[config.mk]
export PLATFORM = sky130hd
export DESIGN_NAME = gmii_frame_gen
export DESIGN_NICKNAME = d
export VERILOG_FILES = /design/src/rtl/gmii_frame_gen_pkg.sv /design/src/rtl/gmii_payload_gen.sv /design/src/rtl/gmii_frame_gen.sv
export SDC_FILE = /design/constraint.sdc
export NUM_CORES = 1
export LEC_CHECK = 0
export CORE_ASPECT_RATIO = 1.2
export CORE_MARGIN = 1
export CORE_UTILIZATION = 55
export DETAILED_ROUTE_END_ITERATION = 6
export PLACE_DENSITY = 0.89
export SLEW_MARGIN = 20
export SYNTH_ARGS = -nofsm -noshare
export SYNTH_HDL_FRONTEND = slang
export SYNTH_HIERARCHICAL = 1
export SYNTH_SLANG_ARGS = --single-unit
[constraint.sdc]
create_clock -name clock -period 4.95 [get_ports clock]
set_input_delay 0.495 -clock clock [delete_from_list [all_inputs] [get_ports clock]]
set_output_delay 0.495 -clock clock [all_outputs]
set_load 0.05 [all_outputs]
[src/rtl/gmii_frame_gen_pkg.sv]
// Shared constants, encodings and the LFSR step used by the GMII frame generator and its checker.
package gmii_frame_gen_pkg;

  localparam logic [7:0] PRE_BYTE = 8'h55;
  localparam logic [7:0] SFD_BYTE = 8'hD5;
  localparam int         PRE_LEN  = 8;

  // x^8 + x^6 + x^5 + x^4 + 1, taps on bits 7, 5, 4, 3 of a left-shifting register.
  localparam logic [7:0] LFSR_TAPS = 8'hB8;

  typedef enum logic [1:0] {
    MODE_INC   = 2'd0,
    MODE_CONST = 2'd1,
    MODE_LFSR  = 2'd2,
    MODE_RSVD  = 2'd3
  } mode_e;

  typedef enum logic [2:0] {
    ST_IDLE,
    ST_PRE,
    ST_DATA,
    ST_IPG,
    ST_DONE
  } tx_state_e;

  function automatic logic [7:0] lfsr_next(input logic [7:0] v);
    return {v[6:0], ^(v & LFSR_TAPS)};
  endfunction

endpackage

[src/rtl/gmii_payload_gen.sv]
// Payload byte generator shared by the TX path and the RX checker; data is the byte for this cycle.
module gmii_payload_gen
  import gmii_frame_gen_pkg::*;
#(
  parameter int DATA_W = 8
) (
  input  logic              clock,
  input  logic              reset,
  input  logic [1:0]        mode,
  input  logic [DATA_W-1:0] seed,
  input  logic              restart,
  input  logic              advance,
  output logic [DATA_W-1:0] data
);

  logic [DATA_W-1:0] value;
  logic [DATA_W-1:0] seed_eff;
  logic [DATA_W-1:0] cur;
  logic [DATA_W-1:0] nxt;

  // NOTE: every variable gets a default at the top of always_comb so no path can infer a latch.
  always_comb begin
    seed_eff = seed;
    if (mode_e'(mode) == MODE_LFSR && seed == '0) seed_eff = DATA_W'(1);
    // A restart presents the seed in the same cycle so the first byte needs no extra latency.
    cur = restart ? seed_eff : value;
    nxt = cur;
    case (mode_e'(mode))
      MODE_CONST: nxt = cur;
      MODE_LFSR:  nxt[7:0] = lfsr_next(cur[7:0]);
      default:    nxt = cur + DATA_W'(1);
    endcase
  end

  assign data = cur;

  // NOTE: state registers use non-blocking assignments so every flop samples pre-edge values.
  always_ff @(posedge clock) begin
    if (!reset)       value <= '0;
    else if (advance) value <= nxt;
    else if (restart) value <= cur;
  end

endmodule

[src/rtl/gmii_frame_gen.sv]
// GMII burst generator (preamble, payload, IPG) with a loopback checker that counts frames and errors.
module gmii_frame_gen
  import gmii_frame_gen_pkg::*;
#(
  parameter int DATA_W      = 8,
  parameter int LEN_W       = 11,
  parameter int CNT_W       = 16,
  parameter bit PREAMBLE_EN = 1'b1
) (
  input  logic              clock,
  input  logic              reset,
  input  logic              start,
  input  logic [CNT_W-1:0]  num_frames,
  input  logic [LEN_W-1:0]  frame_len,
  input  logic [7:0]        ipg_len,
  input  logic [1:0]        mode,
  input  logic [DATA_W-1:0] seed,
  output logic [DATA_W-1:0] TXD,
  output logic              TX_EN,
  output logic              busy,
  output logic              done,
  output logic [CNT_W-1:0]  tx_frames,
  input  logic [DATA_W-1:0] RXD,
  input  logic              RX_DV,
  output logic [CNT_W-1:0]  rx_frames,
  output logic [CNT_W-1:0]  rx_errors
);

  localparam logic [LEN_W-1:0] PRE_LAST = LEN_W'(PRE_LEN - 1);

  function automatic logic [CNT_W-1:0] sat_add(input logic [CNT_W-1:0] v, input logic [1:0] n);
    logic [CNT_W:0] s;
    s = {1'b0, v} + (CNT_W+1)'(n);
    return s[CNT_W] ? '1 : s[CNT_W-1:0];
  endfunction

  tx_state_e         state;
  logic [LEN_W-1:0]  cfg_len;
  logic [7:0]        cfg_ipg;
  logic [1:0]        cfg_mode;
  logic [DATA_W-1:0] cfg_seed;
  logic [CNT_W-1:0]  frames_left;
  logic [LEN_W-1:0]  cnt;

  logic              accept;
  logic [LEN_W-1:0]  len_eff;
  logic [LEN_W-1:0]  len_last;
  logic [LEN_W-1:0]  ipg_last;
  logic              tx_restart;
  logic              tx_advance;
  logic [DATA_W-1:0] tx_byte;

  assign accept   = (state == ST_IDLE) && start;
  assign len_eff  = (cfg_len == '0) ? LEN_W'(1) : cfg_len;
  assign len_last = len_eff - LEN_W'(1);
  assign ipg_last = (cfg_ipg == '0) ? '0 : LEN_W'(cfg_ipg) - LEN_W'(1);

  always_comb begin
    tx_restart = 1'b0;
    tx_advance = 1'b0;
    case (state)
      ST_IDLE: tx_restart = accept && !PREAMBLE_EN && (num_frames != '0);
      ST_PRE:  tx_restart = (cnt == PRE_LAST);
      ST_DATA: tx_advance = (cnt != len_last);
      ST_IPG:  tx_restart = !PREAMBLE_EN && (cnt == ipg_last) && (frames_left != '0);
      default: ;
    endcase
    if (tx_restart) tx_advance = 1'b1;
  end

  // In IDLE the config registers are not loaded yet, so the first byte comes from the live inputs.
  gmii_payload_gen #(.DATA_W(DATA_W)) u_tx_gen (
    .clock   (clock),
    .reset   (reset),
    .mode    ((state == ST_IDLE) ? mode : cfg_mode),
    .seed    ((state == ST_IDLE) ? seed : cfg_seed),
    .restart (tx_restart),
    .advance (tx_advance),
    .data    (tx_byte)
  );

  always_ff @(posedge clock) begin
    if (!reset) begin
      state       <= ST_IDLE;
      TXD         <= '0;
      TX_EN       <= 1'b0;
      busy        <= 1'b0;
      done        <= 1'b0;
      tx_frames   <= '0;
      frames_left <= '0;
      cnt         <= '0;
      cfg_len     <= '0;
      cfg_ipg     <= '0;
      cfg_mode    <= '0;
      cfg_seed    <= '0;
    end else begin
      done <= 1'b0;
      case (state)
        ST_IDLE: if (start) begin
          cfg_len     <= frame_len;
          cfg_ipg     <= ipg_len;
          cfg_mode    <= mode;
          cfg_seed    <= seed;
          busy        <= 1'b1;
          tx_frames   <= '0;
          frames_left <= num_frames;
          cnt         <= '0;
          if (num_frames == '0) begin
            state <= ST_DONE;
            done  <= 1'b1;
          end else begin
            TX_EN <= 1'b1;
            state <= PREAMBLE_EN ? ST_PRE : ST_DATA;
            TXD   <= PREAMBLE_EN ? DATA_W'(PRE_BYTE) : tx_byte;
          end
        end
        ST_PRE: if (cnt == PRE_LAST) begin
          state <= ST_DATA;
          TXD   <= tx_byte;
          cnt   <= '0;
        end else begin
          TXD <= (cnt == PRE_LAST - LEN_W'(1)) ? DATA_W'(SFD_BYTE) : DATA_W'(PRE_BYTE);
          cnt <= cnt + LEN_W'(1);
        end
        ST_DATA: if (cnt == len_last) begin
          state       <= ST_IPG;
          TX_EN       <= 1'b0;
          TXD         <= '0;
          cnt         <= '0;
          tx_frames   <= sat_add(tx_frames, 2'd1);
          frames_left <= frames_left - CNT_W'(1);
        end else begin
          TXD <= tx_byte;
          cnt <= cnt + LEN_W'(1);
        end
        ST_IPG: if (cnt == ipg_last) begin
          cnt <= '0;
          if (frames_left == '0) begin
            state <= ST_DONE;
            done  <= 1'b1;
          end else begin
            TX_EN <= 1'b1;
            state <= PREAMBLE_EN ? ST_PRE : ST_DATA;
            TXD   <= PREAMBLE_EN ? DATA_W'(PRE_BYTE) : tx_byte;
          end
        end else begin
          cnt <= cnt + LEN_W'(1);
        end
        default: begin
          state <= ST_IDLE;
          busy  <= 1'b0;
        end
      endcase
    end
  end

  // Checker: skips the preamble, compares payload bytes, and checks length on RX_DV fall.
  logic             dv_q;
  logic [3:0]       skip;
  logic [LEN_W:0]   rx_len;
  logic             rise;
  logic             fall;
  logic             is_skip;
  logic             payload;
  logic             byte_err;
  logic             len_err;
  logic [DATA_W-1:0] chk_byte;

  assign rise     = RX_DV && !dv_q;
  assign fall     = !RX_DV && dv_q;
  assign is_skip  = rise ? PREAMBLE_EN : (skip != '0);
  assign payload  = RX_DV && !is_skip;
  assign byte_err = payload && (RXD != chk_byte);
  assign len_err  = fall && (rx_len != {1'b0, len_eff});

  gmii_payload_gen #(.DATA_W(DATA_W)) u_chk_gen (
    .clock   (clock),
    .reset   (reset),
    .mode    (cfg_mode),
    .seed    (cfg_seed),
    .restart (rise),
    .advance (payload),
    .data    (chk_byte)
  );

  always_ff @(posedge clock) begin
    if (!reset) begin
      dv_q      <= 1'b0;
      skip      <= '0;
      rx_len    <= '0;
      rx_frames <= '0;
      rx_errors <= '0;
    end else begin
      dv_q <= RX_DV;
      if (RX_DV && is_skip) skip <= rise ? 4'(PRE_LEN - 1) : skip - 4'd1;
      if (payload) begin
        if (rise)            rx_len <= (LEN_W+1)'(1);
        else if (rx_len != '1) rx_len <= rx_len + (LEN_W+1)'(1);
      end else if (rise) begin
        rx_len <= '0;
      end
      if (accept) begin
        rx_frames <= '0;
        rx_errors <= '0;
      end else begin
        if (fall) rx_frames <= sat_add(rx_frames, 2'd1);
        if (byte_err || len_err)
          rx_errors <= sat_add(rx_errors, {1'b0, byte_err} + {1'b0, len_err});
      end
    end
  end

endmodule

---- Yosys cells after proc, flatten, opt, wreduce, memory -nomap -nowiden ----
Index checks and enable logic that the tools add are counted.
W data, S select, Z words.
word-level totals
  flip-flop bits (word level) ............. 151
  latch bits .............................. 0
  memory bits (writable) .................. 0
  ROM bits ................................ 0
  output and inout bits ................... 59
  memories kept ........................... 0
operators by class
  add/subtract/negate cells ............... 12
  multipliers ............................. 0
  div/mod/pow operators ................... 0
  $lt $le $gt $ge ......................... 0
  equality and inequality tests ........... 21
  shifts and indexed selects .............. 0
  multiplexer cells ....................... 65
  bitwise gates (word level) .............. 2
  reductions and logical operators ........ 39
operator list
  cell                     number
  $mux W8                  16
  $mux W16                 7
  $mux W11                 6
  $pmux W16 S2             2
  $mux W12                 4
  $pmux W11 S4             1
  $add A16 B1 Y17 const B  2
  $logic_not A16 Y1        2
  $pmux W8 S2              2
  $pmux W8 S4              1
  $logic_not A8 Y1         3
  $eq A11 B11 Y1           2
  $eq A11 B3 Y1 const B    2
  $mux W3                  6
  $add A16 B2 Y17          1
  $add A8 B1 Y8 const B    2
  $reduce_xor A8 Y1        2
  $sub A16 B1 Y16 const B  1
  $mux W1                  14
  $add A12 B1 Y12 const B  1
  $ne A12 B11 Y1           1
  $ne A12 B12 Y1 const B   1
  $ne A2 B2 Y1 const B     6
  $pmux W3 S4              1
  31 further kinds         53

---- Logic depth before layout (Yosys ltp) ----
Gate-level depths: netlist (run 1).
  depth in word-level cells ............... 9
  mapped depth ............................ 18

---- Hierarchy ----
Netlist (run 1), hierarchy kept.
by module, submodules not included
  module                        times used  cells an instance  area an instance (µm²)  sequential area each (µm²)
  gmii_frame_gen                1           991                7574.8                  2702.6
  gmii_payload_gen (u_tx_gen)   1           100                777.0                   160.2
  gmii_payload_gen (u_chk_gen)  1           95                 738.2                   160.2

---- Worst setup path before layout (run 1) ----
OpenSTA, ideal clock, no wires.
  path type ............................... reg-to-reg
  from .................................... register cfg_len[10]
  to ...................................... register u_tx_gen.value[0]
  arrival ................................. 3909 ps
  data required time ...................... 4835 ps
  setup slack ............................. 927 ps
  stages on the path, launching flop included .. 18
  path buffers ............................ 4
  clock period less this slack ............ 4023 ps
  cell sequence ........................... dfxtp_1 -> clkbuf_1 -> nor2_1 -> a41oi_1 -> ha_1 -> clkinv_1 -> or4_4 -> a21oi_2 -> a311oi_2 -> nor4_4 -> a21oi_2 -> clkbuf_1 -> or2_1 -> clkbuf_1 -> and2_1 -> buf_1 -> mux2_2 -> o21a_1
on the way
  cells in the longest elaborated chain, start to end .. 7
  elaborated cells between the ends (all ways) .. 8
RTL lines
  item                                                  line                    RTL
  start, declared                                       gmii_frame_gen.sv:38    logic [LEN_W-1:0] cfg_len;
  start signal, assigned                                gmii_frame_gen.sv:100   cfg_len <= frame_len;
  $logic_not A11 Y1                                     gmii_frame_gen.sv:54    assign len_eff = (cfg_len == '0) ? LEN_W'(1) : cfg_len;
  $mux W11 *                                            gmii_frame_gen.sv:54
  $sub A11 B1 Y11 *                                     gmii_frame_gen.sv:55    assign len_last = len_eff - LEN_W'(1);
  $ne A11 B11 Y1 *                                      gmii_frame_gen.sv:64    ST_DATA: tx_advance = (cnt != len_last);
  $mux W1 *                                             gmii_frame_gen.sv:61    case (state)
  $mux W1 *                                             gmii_frame_gen.sv:68    if (tx_restart) tx_advance = 1'b1;
  named net tx_advance                                  gmii_frame_gen.sv:50    logic tx_advance;
  $mux W8 / $reduce_bool A2 Y1 (equally long branches)  -
  end signal, assigned                                  gmii_payload_gen.sv:40  else if (advance) value <= nxt;
  end signal, assigned                                  gmii_payload_gen.sv:41  else if (restart) value <= cur;
  end, declared                                         gmii_payload_gen.sv:16  logic [DATA_W-1:0] value;
Mark *: on every way through the listed nets, which the timed path passes. The rest lies on a longest branch.
A chain may end at the register's enable or synchronous reset.

---- Worst setup path after layout (run 1) ----
  from .................................... register cfg_len[10]
  to ...................................... register tx_frames[13]
on the way
  cells in the longest elaborated chain, start to end .. 6
RTL lines
  item                           line                   RTL
  $logic_not A11 Y1              gmii_frame_gen.sv:54
  $mux W11 *                     gmii_frame_gen.sv:54
  $sub A11 B1 Y11 *              gmii_frame_gen.sv:55
  $eq A11 B11 Y1 *               gmii_frame_gen.sv:125  ST_DATA: if (cnt == len_last) begin
  $ne A2 B2 Y1 (no line) *       -
  $reduce_and A3 Y1 (no line) *  -
  end signal, assigned           gmii_frame_gen.sv:130  tx_frames <= sat_add(tx_frames, 2'd1);
  end, declared                  gmii_frame_gen.sv:22   output logic [CNT_W-1:0] tx_frames,
Mark *: on every way between the ends. The rest lies on a longest branch, timed or not.

==> results.sh, run 1 <==
export IMPL_status="completed"
export IMPL_cellLeakagePower_nw=4.02
export IMPL_yosys_area_top_type_share_pct=33.3
export IMPL_cap_violations=0
export IMPL_ant_nets=0
export IMPL_fmax_ghz=0.244
export IMPL_place_congestion=0.935
export IMPL_synth_ff_type="dfxtp_1"
export IMPL_nets=1335
export IMPL_synth_edff_count=0
export IMPL_synth_warnings=6
export IMPL_layout_common_cells="nand2_1, dfxtp_1, a21oi_1"
export IMPL_vias=8931
export IMPL_seq_area_frac_synth_pct=33.3
export IMPL_start_util_pct=56.1
export IMPL_fill_cells=1341
export IMPL_grt_pass1_vias=8188
export IMPL_io_buffers=115
export IMPL_grt_overflow=0
export IMPL_cts_buffers=17
export IMPL_synth_nets=1261
export IMPL_criticalPathCategory="register to register"
export IMPL_cts_root_buf="clkbuf_16"
export IMPL_syn_to_final_growth_pct=19.5
export IMPL_finClkSkew_ns=0.00946
export IMPL_synth_top_area_cell="dfxtp_1"
export IMPL_synthCells=1186
export IMPL_finalHoldViolCount=0
export IMPL_setup_viol_count_final=0
export IMPL_rsz0062_at_grt="no"
export IMPL_cts_clk_slew_worst_paths_ns=0.06
export IMPL_cp_required_ns=5.27
export IMPL_final_common_cell="nand2_1"
export IMPL_die_w_um=119
export IMPL_clock_latency_ns=0.43
export IMPL_pin_count=116
export IMPL_netlist_cell_type_count=82
export IMPL_drive_gt1_share_pct=5.90
export IMPL_dp_hpwl_um=16000
export IMPL_muxShareOfSynthArea_pct=2.92
export IMPL_maxSlewHeadroom_pct=27.8
export IMPL_drcViolationCount=0
export IMPL_synth_top_family_by_area="simple AND/OR/NAND/NOR gates"
export IMPL_worstMarginPinSlew_ns=1.08
export IMPL_dieArea_mm2=0.0170
export IMPL_vdd_drop_max_mv=0.268
export IMPL_cts_hold_buffers=0
export IMPL_row_count=51
export IMPL_async_flop_share_pct=0
export IMPL_drt_iter0_drc=751
export IMPL_synthSimpleGateAreaFrac_pct=27.0
export IMPL_post_route_period_util_pct=82.7
export IMPL_cts_tree="done"
export IMPL_grt_pass1_wl_um=38300
export IMPL_syn_avg_cell_area_um2=7.66
export IMPL_grt_start_max_net_pins=61
export IMPL_synth_fa_ha_area_share_pct=2.56
export IMPL_cts_resized=0
export IMPL_end_kind="register"
export IMPL_cp_start_kind="register"
export IMPL_synth_compound_area_share_pct=22.0
export IMPL_path_max_fanout=35
export IMPL_setup_tns_ns=0
export IMPL_dr_pass1_iters=6
export IMPL_place_area_mm2=0.0103
export IMPL_hold_class="register to register"
export IMPL_synth_top_cells_by_area="dfxtp_1, nand2_1, a21oi_1, nor2_1, xnor2_1"
export IMPL_clock_sinks=151
export IMPL_reg2reg_depth=11
export IMPL_fp_dieH_um=143
export IMPL_synth_xor_area_share_pct=6.55
export IMPL_core_area_mm2=0.0162
export IMPL_finalCriticalPeriod_ns=4.09
export IMPL_htreeDepth=4
export IMPL_design_area_mm2=0.0109
export IMPL_slew_viol_final=0
export IMPL_antenna_found_initial=0
export IMPL_hold_path_depth=2
export IMPL_cts_setup_buffers=0
export IMPL_antenna_cells=0
export IMPL_syn_area_mm2=0.00909
export IMPL_wirelength_um=22900
export IMPL_routed_via_density=6.02
export IMPL_synth_seq_cells=151
export IMPL_power_density_mw_per_mm2=284
export IMPL_clockBufferDepth=2
export IMPL_grt_util_all_layers_pct=27.5
export IMPL_wl_per_cell_um=15.5
export IMPL_power_total_mw=3.09
export IMPL_worst_ep_arrival_time_ns=4.41
worst paths after layout:
| path | slack [ns] | end | from |
|---|---|---|---|
| max | 0.86 | tx_frames[13]$_SDFFE_PN0P_ | cfg_len[10]$_SDFFE_PN0P_ |
| min | 0.45 | TXD[3]$_SDFFE_PN0P_ | TXD[3]$_SDFFE_PN0P_ |
| max reg2reg | 0.86 | tx_frames[13]$_SDFFE_PN0P_ | cfg_len[10]$_SDFFE_PN0P_ |
| min reg2reg | 0.45 | TXD[3]$_SDFFE_PN0P_ | TXD[3]$_SDFFE_PN0P_ |
per-layer routing:
metal	up-vias	global-route usage (%)	share of wire (%)
li1	4387	-	-
met5	-	0	0
met3	32	4.27	5.2
met2	321	47.8	50
met1	4191	33.8	43
met4	0	11.5	1.9
metrics by stage:
step                      util, %  instances  hold slack, ns  setup WS (ns)
after global placement       63.4       1453           0.450          0.698
after floorplan                 -       1186           0.441          0.927
final                        67.0       1483           0.452          0.857
after CTS                    67.0       1483           0.454          0.881
after global routing         67.0       1483           0.487          0.468
after detailed placement     63.4       1453           0.446          0.603
cells in the mapped netlist (5+ instances only):
| cell type | n |
|---|---|
| o21ai_1 | 18 |
| nand2_1 | 182 |
| and2_1 | 9 |
| mux2i_1 | 14 |
| ha_1 | 17 |
| o31ai_1 | 7 |
| a211oi_1 | 8 |
| o211ai_1 | 15 |
| buf_2 | 8 |
| nand3b_1 | 5 |
| dfxtp_1 | 151 |
| or2_2 | 5 |
| nor4_1 | 12 |
| nand2b_1 | 11 |
| a21o_1 | 5 |
| xnor2_1 | 39 |
| nand4_1 | 19 |
| nand3_1 | 48 |
| or3_1 | 15 |
| a32oi_1 | 5 |
| o32ai_1 | 6 |
| a31oi_1 | 21 |
| a221oi_1 | 5 |
| nor2b_1 | 12 |
| and3_1 | 25 |
| o221a_1 | 17 |
| o21ai_0 | 23 |
| inv_1 | 48 |
| o22ai_1 | 10 |
| a21oi_1 | 118 |
| xor2_1 | 29 |
| nor2_1 | 92 |
| nor3_1 | 35 |
| clkbuf_1 | 57 |
state kept, by name, summed over array words and instances, names as in the netlist, 2 cells and up:
register and cells:
frames_left 16, rx_errors 16, rx_frames 16, tx_frames 16, rx_len 12, cfg_len 11, cnt 11, TXD 8
cfg_ipg 8, cfg_seed 8, u_chk_gen/value 8, u_tx_gen/value 8, skip 4, state 3, cfg_mode 2
area by class of cell:
class,instances,area (µm²),area share [%]
clock buffer,21,460,4.24
clock inverter,9,126,1.16
inverter,50,188,1.73
multi-input combinational,911,5550,51.1
sequential,151,3020,27.8
tap,212,265,2.44
timing repair buffer,129,1250,11.5
critical path, stage by stage, from the launching register on:
cell and delay, ns:
dfxtp_1 0.49, nor2_1 0.16, a41oi_1 0.42, ha_1 0.33, clkinv_1 0.15, or4_4 0.55
a311oi_2 0.36, nor4_4 0.12, a31oi_4 0.77, buf_4 0.32, a21oi_1 0.06, o221a_1 0.25
power by group:
part           leakage (nW)  switching (mW)  internal (mW)
clock                 0.289           0.491          0.810
combinational          2.50           0.286          0.199
sequential             1.23          0.0501           1.25
total                  4.02           0.827           2.26
logic make-up (layout without fill, tap and decap cells):
kind of cell | count (synthesis) | after routing
AND/OR/NAND/NOR | 501 | 501
AO/OA/AOI/OAI | 301 | 301
flip-flops | 151 | 151
buffers and inverters | 124 | 209
XOR/XNOR | 68 | 68
multiplexers | 23 | 23
adder cells (fa/ha/maj) | 18 | 18
Note: power is estimated with default switching activity, not from simulation.
==> run 2: changes to the inputs <==
==> constraint.sdc (replaced) <==
create_clock -name clock -period 4.26 [get_ports clock]
set_input_delay 0.426 -clock clock [delete_from_list [all_inputs] [get_ports clock]]
set_output_delay 0.426 -clock clock [all_outputs]
set_load 0.05 [all_outputs]
==> run 2 against run 1 <==
  * Worst setup slack worse by 0.53 ns
  * Count of clock-buffer cells in the layout stayed put
  * Hold slack worse by 0.042 ns
  * Critical path depth is 4 higher
  * Combinational power is 20% higher
  * Via count is 2.0% higher
  * Register-to-register slack worse by 0.53 ns
  * Cell count is 0.61% higher
  * Non-clock buffer count is 8 higher
  * Critical path type unchanged
  * Largest power group is now clock
==> results.sh, run 2 (same netlist as run 1, synthesis figures left out) <==
export IMPL_io_buffers=115
export IMPL_row_count=51
export IMPL_cts_hold_buffers=0
export IMPL_status="completed"
export IMPL_swShare_pct=27.6
export IMPL_cts_clk_slew_worst_paths_ns=0.06
export IMPL_place_area_mm2=0.0103
export IMPL_p_int_mw=2.63
export IMPL_cts_tree="done"
export IMPL_p_comb_share_pct=15.9
export IMPL_p_switching_mw=1.00
export IMPL_dieArea_mm2=0.0170
export IMPL_drcViolationCount=0
export IMPL_maxSlewHeadroom_pct=29.0
export IMPL_drive_gt1_share_pct=6.80
export IMPL_cts_setup_buffers=0
export IMPL_hold_ws_ns=0.409
export IMPL_criticalPathCategory="register to register"
export IMPL_cellLeakagePower_nw=4.05
export IMPL_ant_nets=0
export IMPL_post_route_period_util_pct=92.4
export IMPL_design_area_mm2=0.0110
export IMPL_grt_pass1_vias=8484
export IMPL_grt_util_all_layers_pct=28.1
export IMPL_clock_sinks=151
export IMPL_setup_viol_count_final=0
export IMPL_worstMarginPinSlew_ns=1.06
export IMPL_cap_violations=0
export IMPL_worstReg2RegEnd="rx_errors[13]$_SDFFE_PP0P_"
export IMPL_antenna_cells=0
export IMPL_dp_hpwl_um=16700
export IMPL_hold_path_depth=3
export IMPL_wl_per_cell_um=15.9
export IMPL_wirelength_um=23700
export IMPL_finClkSkew_ns=0.0118
export IMPL_vias=9107
export IMPL_core_area_mm2=0.0162
export IMPL_setup_tns_ns=0
export IMPL_hold_class="primary input to register"
export IMPL_power_total_mw=3.64
export IMPL_drt_iter0_drc=991
export IMPL_pin_count=116
export IMPL_finalCriticalPeriod_ns=3.94
export IMPL_htreeDepth=4
export IMPL_cts_buffers=17
export IMPL_path_max_fanout=9
export IMPL_end_kind="register"
export IMPL_rr_startpoint="cfg_mode[0]$_SDFFE_PN0P_"
export IMPL_start_util_pct=56.1
export IMPL_hp_start="reset"
export IMPL_dr_pass1_iters=5
export IMPL_grt_start_max_net_pins=65
export IMPL_hold_path_end="u_tx_gen/value[7]$_SDFFE_PN0P_"
export IMPL_reg2reg_depth=15
export IMPL_final_common_cell="nand2_1"
export IMPL_grt_overflow=0
export IMPL_slew_viol_final=0
export IMPL_cp_required_ns=4.56
export IMPL_place_congestion=0.940
export IMPL_antenna_found_initial=0
export IMPL_clockBufferDepth=2
export IMPL_seq_power_share_pct=41.6
export IMPL_layout_common_cells="nand2_1, dfxtp_1, a21oi_1"
export IMPL_power_density_mw_per_mm2=332
export IMPL_finalHoldViolCount=0
export IMPL_routed_via_density=6.10
export IMPL_clkPwrFrac_pct=42.5
export IMPL_clock_latency_ns=0.43
export IMPL_vdd_drop_max_mv=0.272
export IMPL_cts_root_buf="clkbuf_16"
export IMPL_r2r_slack_ns=0.32
export IMPL_cts_resized=0
export IMPL_fmax_ghz=0.254
export IMPL_rsz0062_at_grt="no"
export IMPL_syn_to_final_growth_pct=20.5
export IMPL_fp_dieH_um=143
export IMPL_cp_start_kind="register"
export IMPL_die_w_um=119
export IMPL_nets=1343
export IMPL_worst_ep_arrival_time_ns=4.24
export IMPL_grt_pass1_wl_um=39300
[run 2: changes by cell type in the layout (fill, tap and decap cells not counted), sizes merged]
cell | before | now
clkinvlp | 1 | 4
inv | 48 | 50
clkinv | 7 | 3
buf | 15 | 23
[run 2: cell type report]
cell class	count	area [µm²]
Clock buffer	21	450
Clock inverter	10	146
Fill cell	1378	5250
Inverter	50	188
Multi-Input combinational cell	911	5560
Sequential cell	151	3030
Tap cell	212	265
Timing Repair Buffer	137	1320
[run 2: routing by layer]
layer	share of wire [%]	GRT usage [%]	vias to the layer above
li1	-	-	4412
met1	41	33.6	4259
met2	50	49.3	377
met3	5.9	5.27	59
met4	2.6	12.0	0
met5	0	0	-
[run 2: how the worst max path moves through the flow]
stage	start	end	slack (ns)	depth (start not counted)
floorplan	cfg_len[10]$_SDFFE_PN0P_	u_tx_gen/value[0]$_SDFFE_PN0P_	0.24	17
global placement	cfg_len[5]$_SDFFE_PN0P_	u_tx_gen/value[0]$_SDFFE_PN0P_	0.38	13
detailed placement	RX_DV	rx_errors[13]$_SDFFE_PP0P_	0.15	15
CTS	cfg_len[6]$_SDFFE_PN0P_	u_tx_gen/value[0]$_SDFFE_PN0P_	0.27	13
global route	cfg_mode[1]$_SDFFE_PN0P_	rx_errors[13]$_SDFFE_PP0P_	0.12	14
finish	cfg_mode[0]$_SDFFE_PN0P_	rx_errors[13]$_SDFFE_PP0P_	0.32	15
[run 2: power groups by stage]
stage / Sequential [mW] / Combinational (mW) / Clock, mW
6_report: 1.51 / 0.580 / 1.54
5_1_grt: 1.52 / 0.633 / 1.63
4_1_cts: 1.51 / 0.572 / 1.56
3_5_place_dp: 1.54 / 0.568 / 0
3_3_place_gp: 1.54 / 0.559 / 0
2_1_floorplan: 1.54 / 0.391 / 0
[run 2: critical path, cell delays in order (launching register included)]
cell      delay [ns]
dfxtp_1         0.34
inv_1           0.07
ha_1            0.37
nor4b_1         0.29
a21oi_1         0.15
a21oi_2         0.29
xnor2_1         0.11
nand4_1         0.10
o21ai_0         0.24
fa_1            0.47
inv_1           0.09
ha_1            0.19
nand4_1         0.18
or2_1           0.33
and3_1          0.23
a211oi_1        0.35
[run 2: per-stage QoR]
step | setup slack (ns) | std cells | utilization, %
2_1_floorplan | 0.237 | 1186 | -
5_1_grt | 0.116 | 1492 | 67.6
3_5_place_dp | 0.151 | 1461 | 63.8
3_3_place_gp | 0.379 | 1461 | 63.8
6_report | 0.323 | 1492 | 67.6
4_1_cts | 0.266 | 1492 | 67.5
